$ cat src/rtl/button_counter_ctrl.sv
// Two-button LED counter controller: synchronized, debounced buttons drive a
// press-to-step / hold-to-autorepeat counter, with a clear button that has priority.

module btn_debounce #(
    parameter int unsigned CYCLES = 120000
) (
    input  logic clk,
    input  logic rst,
    input  logic btn_n_i,
    output logic pressed_o
);
    localparam int unsigned CNT_W = $clog2(CYCLES + 1);

    logic [1:0]       sync_q;
    logic             db_q, db_d;
    logic [CNT_W-1:0] cnt_q, cnt_d;

    // Raw level is active-low; flops reset to the released (high) level.
    always_ff @(posedge clk or posedge rst) begin
        if (rst) begin
            sync_q <= 2'b11;
            db_q   <= 1'b1;
            cnt_q  <= '0;
        end else begin
            sync_q <= {sync_q[0], btn_n_i};
            db_q   <= db_d;
            cnt_q  <= cnt_d;
        end
    end

    always_comb begin
        db_d  = db_q;
        cnt_d = '0;
        if (sync_q[1] != db_q) begin
            if (cnt_q == CNT_W'(CYCLES - 1)) begin
                db_d  = sync_q[1];
                cnt_d = '0;
            end else begin
                cnt_d = cnt_q + 1'b1;
            end
        end
    end

    assign pressed_o = ~db_q;
endmodule

module button_counter_ctrl #(
    parameter int unsigned WIDTH           = 4,
    parameter int unsigned DEBOUNCE_CYCLES = 120000,
    parameter int unsigned REPEAT_DELAY    = 6000000,
    parameter int unsigned REPEAT_RATE     = 1200000
) (
    input  logic             clk,
    input  logic             rst,
    input  logic [1:0]       btn_n,
    output logic [WIDTH-1:0] led,
    output logic             step,
    output logic             clr_active
);
    localparam int unsigned TMAX  = (REPEAT_DELAY > REPEAT_RATE) ? REPEAT_DELAY : REPEAT_RATE;
    localparam int unsigned TMR_W = (TMAX > 1) ? $clog2(TMAX) : 1;

    typedef enum logic [1:0] {IDLE, FIRST, DELAY, REPEAT} state_t;

    logic [1:0]       pressed;
    logic             clr_pressed, inc_pressed;
    state_t           state_q, state_d;
    logic [TMR_W-1:0] tmr_q, tmr_d;
    logic [WIDTH-1:0] led_q, led_d;
    logic             fire;

    for (genvar g = 0; g < 2; g++) begin : g_btn
        btn_debounce #(.CYCLES(DEBOUNCE_CYCLES)) u_db (
            .clk       (clk),
            .rst       (rst),
            .btn_n_i   (btn_n[g]),
            .pressed_o (pressed[g])
        );
    end

    assign clr_pressed = pressed[0];
    assign inc_pressed = pressed[1];

    always_ff @(posedge clk or posedge rst) begin
        if (rst) begin
            state_q <= IDLE;
            tmr_q   <= '0;
            led_q   <= '0;
        end else begin
            state_q <= state_d;
            tmr_q   <= tmr_d;
            led_q   <= led_d;
        end
    end

    always_comb begin
        state_d = state_q;
        tmr_d   = tmr_q;
        fire    = 1'b0;
        if (clr_pressed) begin
            state_d = IDLE;
            tmr_d   = '0;
        end else begin
            case (state_q)
                IDLE: begin
                    if (inc_pressed) state_d = FIRST;
                end
                FIRST: begin
                    fire    = 1'b1;
                    tmr_d   = TMR_W'(REPEAT_DELAY - 1);
                    state_d = DELAY;
                end
                DELAY, REPEAT: begin
                    // Release wins over a timer expiry in the same cycle.
                    if (!inc_pressed) begin
                        state_d = IDLE;
                    end else if (tmr_q == '0) begin
                        fire    = 1'b1;
                        tmr_d   = TMR_W'(REPEAT_RATE - 1);
                        state_d = REPEAT;
                    end else begin
                        tmr_d = tmr_q - 1'b1;
                    end
                end
                default: state_d = IDLE;
            endcase
        end
    end

    always_comb begin
        led_d = led_q;
        if (clr_pressed) led_d = '0;
        else if (fire)   led_d = led_q + 1'b1;
    end

    // Masking the output lets led read 0 in the very cycle clear is accepted.
    assign led        = clr_pressed ? '0 : led_q;
    assign step       = fire;
    assign clr_active = clr_pressed;
endmodule
$ cat config.mk
export PLATFORM = sky130hd
export DESIGN_NAME = button_counter_ctrl
export DESIGN_NICKNAME = d
export VERILOG_FILES = /design/src/rtl/button_counter_ctrl.sv
export SDC_FILE = /design/constraint.sdc
export NUM_CORES = 1
export LEC_CHECK = 0
export ABC_CLOCK_PERIOD_IN_PS = 2600
export BUFFER_PORTS_ARGS = -buffer_cell sky130_fd_sc_hd__buf_2
export CAP_MARGIN = 30
export CORE_MARGIN = 2
export CORE_UTILIZATION = 60
export DETAILED_ROUTE_END_ITERATION = 8
export GPL_ROUTABILITY_DRIVEN = 0
export HOLD_SLACK_MARGIN = 0.15
export PLACE_DENSITY = 0.77
export SLEW_MARGIN = 20
export SYNTH_ARGS = -nofsm -noshare
export SYNTH_HDL_FRONTEND = slang
export SYNTH_SLANG_ARGS = --single-unit
$ cat constraint.sdc
create_clock -name clk -period 2.6 [get_ports clk]
set_clock_uncertainty 0.15 [all_clocks]
set_input_delay 0.39 -clock clk [delete_from_list [all_inputs] [get_ports clk]]
set_output_delay 0.39 -clock clk [all_outputs]
set_load 0.1 [all_outputs]
; ---- Yosys cells after proc, flatten, opt, wreduce, memory -nomap -nowiden
; Cells that the tools add are included.
[classes]
n_addsub = 4
eq_ne = 12
muxes = 20
n_bitwise = 1
n_reduce_logical = 7
[op_table]
columns = cell, count
row1 = $mux 23, 3
row2 = $mux 17, 4
row3 = $pmux 23 s2, 1
row4 = $add 17x1->17 const B, 2
row5 = $eq 17x17->1 const B, 2
row6 = $logic_not 23->1, 1
row7 = $sub 23x1->23 const B, 1
row8 = $mux 4, 3
row9 = $ne 3x3->1 const B, 3
row10 = $mux 2, 4
row11 = $reduce_and 2->1, 4
row12 = $pmux 2 s3, 1
row13 = $add 4x1->4 const B, 1
row14 = $eq 2x2->1 const B, 2
row15 = $ne 4x3->1 const B, 1
row16 = $mux 1, 3
row17 = $eq 2x1->1 const B, 1
row18 = $logic_not 2->1, 1
row19 = $ne 1x1->1, 2
row20 = $ne 2x2->1 const B, 1
row21 = $pmux 1 s2, 1
row22 = $reduce_or 2->1, 1
row23 = $not 1->1, 1
[totals]
register_bits = 69
out_inout_bits = 6
wordCells = 53

; ---- Logic depth before layout (Yosys ltp)
; Gate-level depths: netlist of the first run.
[logic_depth]
word_depth = 7
mapped_depth = 8

; ---- Cells and area by module
; From an unflattened synthesis of the first run, not the netlist that was laid out.
[unflattened]
hier_cells = 382
area_unflattened_um2 = 3614.7
[by_module_without_submodules]
columns = module, n_inst, cells_each, area_each_um2
row1 = btn_debounce, 2, 93, 942.2
row2 = button_counter_ctrl, 1, 196, 1730.4

; ---- Worst setup path before layout of the first run
; No wires, ideal clock.
[synth_path]
path_type = register -> output
start = reg g_btn[0].u_db.db_q
end = out step
arrival_time_ns = 2.877
required_time_ns = 2.060
slack_ns = -0.817
stages_incl_launch_ff = 5
n_path_buf = 2
cell_sequence = dfstp_2 inv_1 clkbuf_1 clkbuf_1 nor2_1
[synth_between]
elab_chain_cells = 1
[synth_rtl]
columns = item, line
row1 = from (decl), 15  ; logic db_q, db_d;
row2 = from (signal assigned), 22  ; db_q <= 1'b1;
row3 = from (signal assigned), 26  ; db_q <= db_d;
row4 = $mux 1, 100  ; if (clr_pressed) begin
row5 = to (decl), 57  ; output logic step,
; No other way between the ends.

; ---- Final worst setup path of the first run
[layout_path]
start = reg tmr_q[4]
end = out step
[layout_between]
elab_chain_cells = 5
[layout_rtl]
columns = item, line
row1 = from (decl), 68  ; logic [TMR_W-1:0] tmr_q, tmr_d;
row2 = from (signal assigned), 91  ; tmr_q <= tmr_d;
row3 = $logic_not 23->1, 117  ; end else if (tmr_q == '0) begin
row4 = $mux 1, 117
row5 = $mux 1, 115  ; if (!inc_pressed) begin
row6 = $pmux 1 s2, 104  ; case (state_q)
row7 = $mux 1, 100
; No other way between the ends.

==> results_dict.tcl, run 1 <==
set metrics [dict create \
    antenna_found_initial 0 \
    final_common_cell "dfrtp_1" \
    drc 0 \
    clkPwrFrac_pct 46.3 \
    worstPathMaxFanout 5 \
    grt_overflow_total 0 \
    syn_inst 348 \
    p_comb_share_pct 2.4 \
    drive_above_1_share_pct 13.4 \
    synth-edff-count 0 \
    finalSetupViolCount 0 \
    p_int_mw 1.65 \
    htree_levels 3 \
    max_clock_freq_mhz 398 \
    pwr-share-seq_pct 51.3 \
    p_sw_uw 486 \
    cts_root_buffer "clkbuf_8" \
    tightest_slew_ns 0.590 \
    drt-pass1-iter-count 4 \
    cts_made_buffers 9 \
    hold_slack_ns 0.208 \
    cts_tree "done" \
    hold_violations 0 \
    required_ns 2.06 \
    area_delta_synth_final_pct 13.2 \
    initial_core_util_pct 62.0 \
    fin_crit_sh_pct 96.8 \
    status "finished clean" \
    clkLatencyLatePin_ns 0.35 \
    ys_warn_count 0 \
    antenna_left 0 \
    io_buffers 9 \
    yosysTopAreaCellShare_pct 46.2 \
    grt_pass1_vias 2499 \
    worstPathCellList "nor4_4, nand4_2, o21a_1, nor2_4, buf_12" \
    ys_ff_latch 69 \
    end_kind "output pin" \
    ir_worst_vdd_uv 316 \
    std_cell_rows 27 \
    worstSetupPathType "reg -> out" \
    die_h_um 79.5 \
    nNetsFinal 378 \
    cp_slowest_cell "dfrtp_1" \
    avgSynthCellArea_um2 9.82 \
    core_um2 5510 \
    dp_hpwl_mm 4.27 \
    via_per_inst 5.79 \
    die_w_um 79.5 \
    vias 2584 \
    hold_class "reg -> reg" \
    fin_crit_ns 2.52 \
    power_density_nw_per_um2 552 \
    detail_route.wl_per_cell_um 14.8 \
    slew_viol_final 0 \
    fin_util_pct 70.2 \
    rsz0062_at_grt "false" \
    p_leak_nw 1.67 \
    drt_iter0_markers 163 \
    grt_max_degree 70 \
    relSlewSlack_pct 60.5 \
    grt_pass1_wl_mm 11.6 \
    yosysSeqAreaShare_pct 50.8 \
    syn_nets 357 \
    dominantRegCellSynth "dfrtp_1" \
    clkTransAtPathRegs_ns 0.08 \
    cp-start-kind "flip-flop" \
    yosys.cell_types.count 41 \
    mostFrequentLayoutCells "63 x dfrtp_1, 48 x nor2_1, 29 x nand2_1, 23 x xnor2_1, 21 x xor2_1" \
    antenna_cells 0 \
    grtUsageTotal_pct 23.6 \
    io_pins 10 \
    yosys.area.top_type "dfrtp_1" \
    max-clock-path-buffers 2 \
    cap_viol_max_count 0 \
    tns_ns 0 \
    synth.area.top_cells "dfrtp_1 46%, xnor2_1 5.9%, nor2_1 5.4%, xor2_1 5.4%, dfstp_2 4.6%" \
    swShare_pct 22.8 \
    drt-total-wl_mm 6.59 \
    async_flop_share_pct 100 \
    cts_num_sinks 69 \
    synth_area_um2 3420 \
    crit_arrival_ns 1.98 \
    cp_top_family "simple AND/OR/NAND/NOR gates" \
    crit_path_max_incr_delay_ns 0.46 \
    dieArea_um2 6310 \
    crit_buf_inv 1 \
]
layer usage:
metal | GRT usage, % | vias to the layer above | part of all wire [%]
met5 | 0 | - | 0
li1 | - | 1261 | -
met3 | 4.19 | 15 | 3.5
met1 | 32.2 | 1238 | 46
met2 | 36.5 | 70 | 48
met4 | 11.7 | 0 | 2.2
state kept, by name, summed over array words and instances, names as in the netlist:
register / cells
g_btn.u_db.cnt_q: 34
g_btn.u_db.db_q: 2
g_btn.u_db.sync_q: 4
led_q: 4
state_q: 2
tmr_q: 23
kinds of logic after synthesis:
group | Yosys count | synth area share [%]
AOI/OAI and AO/OA | 48 | 8.75
and+or+nand+nor | 163 | 24.6
xor gates and xnor gates | 44 | 11.3
DFF | 69 | 50.8
muxes | 2 | 0.659
buffers and inverters | 17 | 2.09
adders and majority gates | 5 | 1.83
Yosys cell counts, drive strengths merged, types with 2 or more instances:
library cell / n
and3: 7
ha: 5
nand2: 29
o2bb2ai: 2
a21oi: 19
dfstp: 6
dfrtp: 63
nand3: 17
nor2b: 4
xnor2: 23
nor3b: 3
nand2b: 3
xor2: 21
or3: 6
clkbuf: 8
nor3: 10
nand4b: 3
nand4: 8
and2: 6
o21ai: 10
o311a: 2
inv: 8
mux2: 2
o31ai: 2
nor2: 50
or4: 2
nor4: 14
a31oi: 5
a22o: 2
cell type report:
class,instances,area (um^2)
clock buffers,9,124
clock inverters,7,98.8
fillers,396,1640
inverters,8,30.0
multi-input cells,262,1630
flip-flops and latches,69,1730
well taps,72,90.1
repair buffers,19,155
power by group through the flow:
| stage | clock network, mW | registers (mW) | logic, mW |
|---|---|---|---|
| 3_5_place_dp | 0 | 1.12 | 0.0499 |
| 6_report | 0.986 | 1.09 | 0.0514 |
| 3_3_place_gp | 0 | 1.11 | 0.0489 |
| 5_1_grt | 1.04 | 1.10 | 0.0612 |
| 4_1_cts | 0.995 | 1.09 | 0.0535 |
| 2_1_floorplan | 0 | 1.11 | 0.0341 |
through the flow:
step	std cells	power (mW)	setup WS [ns]	instance area, um^2
floorplan	348	1.15	0.0403	3420
global placement	424	1.16	0.433	3570
detailed placement	424	1.16	0.378	3570
CTS	443	2.14	0.0453	3830
global route	446	2.20	0.00178	3860
finish	446	2.13	0.0845	3860
worst register-to-register path, delay by kind of cell (launching register included):
family,cells,cell delay (ns)
AND/OR/NAND/NOR,3,1.11
AO/OA/AOI/OAI,2,0.29
buffers and inverters,1,0.18
flip-flops,1,0.46
worst paths after layout:
check                                     endpoint  cells past startpoint                    start  slack (ns)
max                                           step                      5                 tmr_q[4]        0.08
min                        g_btn[0].u_db.sync_q[1]                      0  g_btn[0].u_db.sync_q[0]        0.21
max reg2reg                              tmr_q[16]                      6                 tmr_q[4]        0.29
min reg2reg                g_btn[0].u_db.sync_q[1]                      0  g_btn[0].u_db.sync_q[0]        0.21
max in group asynchronous  g_btn[0].u_db.sync_q[0]                      4                      rst        1.45
min in group asynchronous   g_btn[1].u_db.cnt_q[3]                      4                      rst        0.49
repair_timing:
item,CTS,global route
endpoints found under the hold margin,65,0
setup buffers,0,3
resized for setup,0,2
endpoints found under the setup margin,0,1
hold buffers,3,0
Note: power is estimated with default switching activity, not from simulation.
==> run 2, diff against run 1 <==
--- a/config.mk
+++ b/config.mk
@@ -14,6 +14,7 @@
 export GPL_ROUTABILITY_DRIVEN = 0
 export HOLD_SLACK_MARGIN = 0.15
 export PLACE_DENSITY = 0.77
+export SETUP_SLACK_MARGIN = 0.1
 export SLEW_MARGIN = 20
 export SYNTH_ARGS = -nofsm -noshare
 export SYNTH_HDL_FRONTEND = slang
==> run 2 against run 1 <==
  * Total power decreased by 2.6%
  * Cell count increased by 0.45%
  * Global-route usage increased by 0.91 points
  * Clock power decreased by 5.6%
  * Die area unchanged
  * Critical path depth unchanged
  * Utilization increased by 0.32 points
  * Combinational power decreased by 2%
  * Sequential cell count unchanged
  * Largest cell class unchanged
==> results_dict.tcl, run 2 (synthesized netlist as in run 1, its figures left out) <==
set metrics [dict create \
    grt_max_degree 37 \
    status "finished clean" \
    die_w_um 79.5 \
    io_pins 10 \
    slew_viol_final 0 \
    rsz0062_at_grt "true" \
    dieArea_um2 6310 \
    p_leak_nw 1.68 \
    nNetsFinal 380 \
    ir_worst_vdd_uv 433 \
    power_density_nw_per_um2 535 \
    grt_pass1_vias 2580 \
    pwr-share-seq_pct 52.8 \
    antenna_found_initial 0 \
    top_register "g_btn.u_db.cnt_q" \
    max_clock_freq_mhz 416 \
    p_sw_uw 440 \
    drt-pass1-iter-count 4 \
    routed-wl-met3_um 294 \
    cts_root_buffer "clkbuf_8" \
    swShare_pct 21.2 \
    drive_above_1_share_pct 14.9 \
    cts_made_buffers 9 \
    required_ns 2.06 \
    cap_viol_max_count 0 \
    worstSetupPathType "reg -> out" \
    area_delta_synth_final_pct 13.7 \
    final_cells 448 \
    hold_class "reg -> reg" \
    relSlewSlack_pct 58.6 \
    tightest_slew_ns 0.618 \
    initial_core_util_pct 62.0 \
    antenna_cells 0 \
    end_kind "output pin" \
    dp_hpwl_mm 4.56 \
    fin_util_pct 70.5 \
    top_regs "g_btn.u_db.cnt_q (34), tmr_q (23)" \
    final_common_cell "dfrtp_1" \
    std_cell_rows 27 \
    clkTransAtPathRegs_ns 0.07 \
    core_um2 5510 \
    drt_iter0_markers 194 \
    p_comb_share_pct 2.4 \
    io_buffers 9 \
    wl_met1_mm 3.20 \
    clkPwrFrac_pct 44.8 \
    worstPathMaxFanout 7 \
    p_int_mw 1.64 \
    power.total_mw 2.08 \
    hold_violations 0 \
    crit_arrival_ns 1.86 \
    met2WireLength_mm 3.16 \
    mostFrequentLayoutCells "61 x dfrtp_1, 48 x nor2_1, 29 x nand2_1, 23 x xnor2_1, 21 x xor2_1" \
    tns_ns 0 \
    finalSetupViolCount 0 \
    dp.cells 424 \
    drt-total-wl_mm 6.83 \
    antenna_left 0 \
    vias 2614 \
    fin_crit_sh_pct 92.4 \
    grt_overflow_total 0 \
    clkLatencyLatePin_ns 0.35 \
    htree_levels 3 \
    cts_num_sinks 69 \
    fin_crit_ns 2.40 \
    largest_register_ffs 34 \
    cts_tree "done" \
    grt_pass1_wl_mm 11.9 \
    cp-start-kind "flip-flop" \
    max-clock-path-buffers 2 \
    via_per_inst 5.83 \
    hold_slack_ns 0.205 \
    topRoutingLayerUsed "met4" \
    grtUsageTotal_pct 24.5 \
    die_h_um 79.5 \
    detail_route.wl_per_cell_um 15.2 \
    drc 0 \
]
run 2: cell count changes in the layout (fill, tap and decap cells not counted), sizes merged:
cell      change
inv           -1
buf           +2
clkinvlp      -1
clkbuf        +2
run 2: final timing paths:
path | slack, ns | end | cells past startpoint | from
max in group asynchronous | 1.41 | g_btn[0].u_db.sync_q[0] | 4 | rst
min in group asynchronous | 0.53 | g_btn[1].u_db.cnt_q[12] | 4 | rst
max reg2reg | 0.29 | tmr_q[21] | 5 | tmr_q[5]
min | 0.21 | g_btn[0].u_db.sync_q[1] | 0 | g_btn[0].u_db.sync_q[0]
max | 0.20 | step | 5 | tmr_q[7]
min reg2reg | 0.21 | g_btn[0].u_db.sync_q[1] | 0 | g_btn[0].u_db.sync_q[0]
run 2: power groups by stage:
stage / Sequential (mW) / Combinational, mW / Clock [mW]
global placement: 1.11 / 0.0481 / 0
CTS: 1.10 / 0.0521 / 0.950
finish: 1.10 / 0.0502 / 0.931
detailed placement: 1.12 / 0.0490 / 0
global route: 1.10 / 0.0600 / 0.997
floorplan: 1.11 / 0.0341 / 0
run 2: layer usage:
metal | vias up | global-route usage, %
li1 | 1263 | -
met4 | 0 | 11.7
met1 | 1266 | 34.1
met5 | - | 0
met3 | 16 | 5.77
met2 | 69 | 36.3
run 2: worst max-delay path, stage by stage, from the launching register on:
cell and delay, ns:
dfrtp_2 0.46, nor4_4 0.33, nand4_2 0.18, o21a_4 0.27, nor2_4 0.10, buf_12 0.18
run 2: layout make-up:
type / count / area, um^2
Multi-Input combinational cell: 262 / 1660
Timing Repair Buffer: 21 / 158
Inverter: 8 / 30.0
Clock inverter: 5 / 75.1
Sequential cell: 69 / 1740
Tap cell: 72 / 90.1
Clock buffer: 11 / 131
Fill cell: 413 / 1620
run 2: through the flow:
stage	setup WS (ns)	cell area, um^2
global placement	0.433	3580
CTS	0.103	3850
global route	0.0928	3880
floorplan	0.122	3450
detailed placement	0.375	3580
finish	0.197	3880
run 2: repair_timing:
action	CTS	global route
resized for setup	5	3
setup endpoints to repair	1	1
hold buffers	3	0
hold endpoints to repair	65	0
pin swaps	3	5
setup buffers	2	3
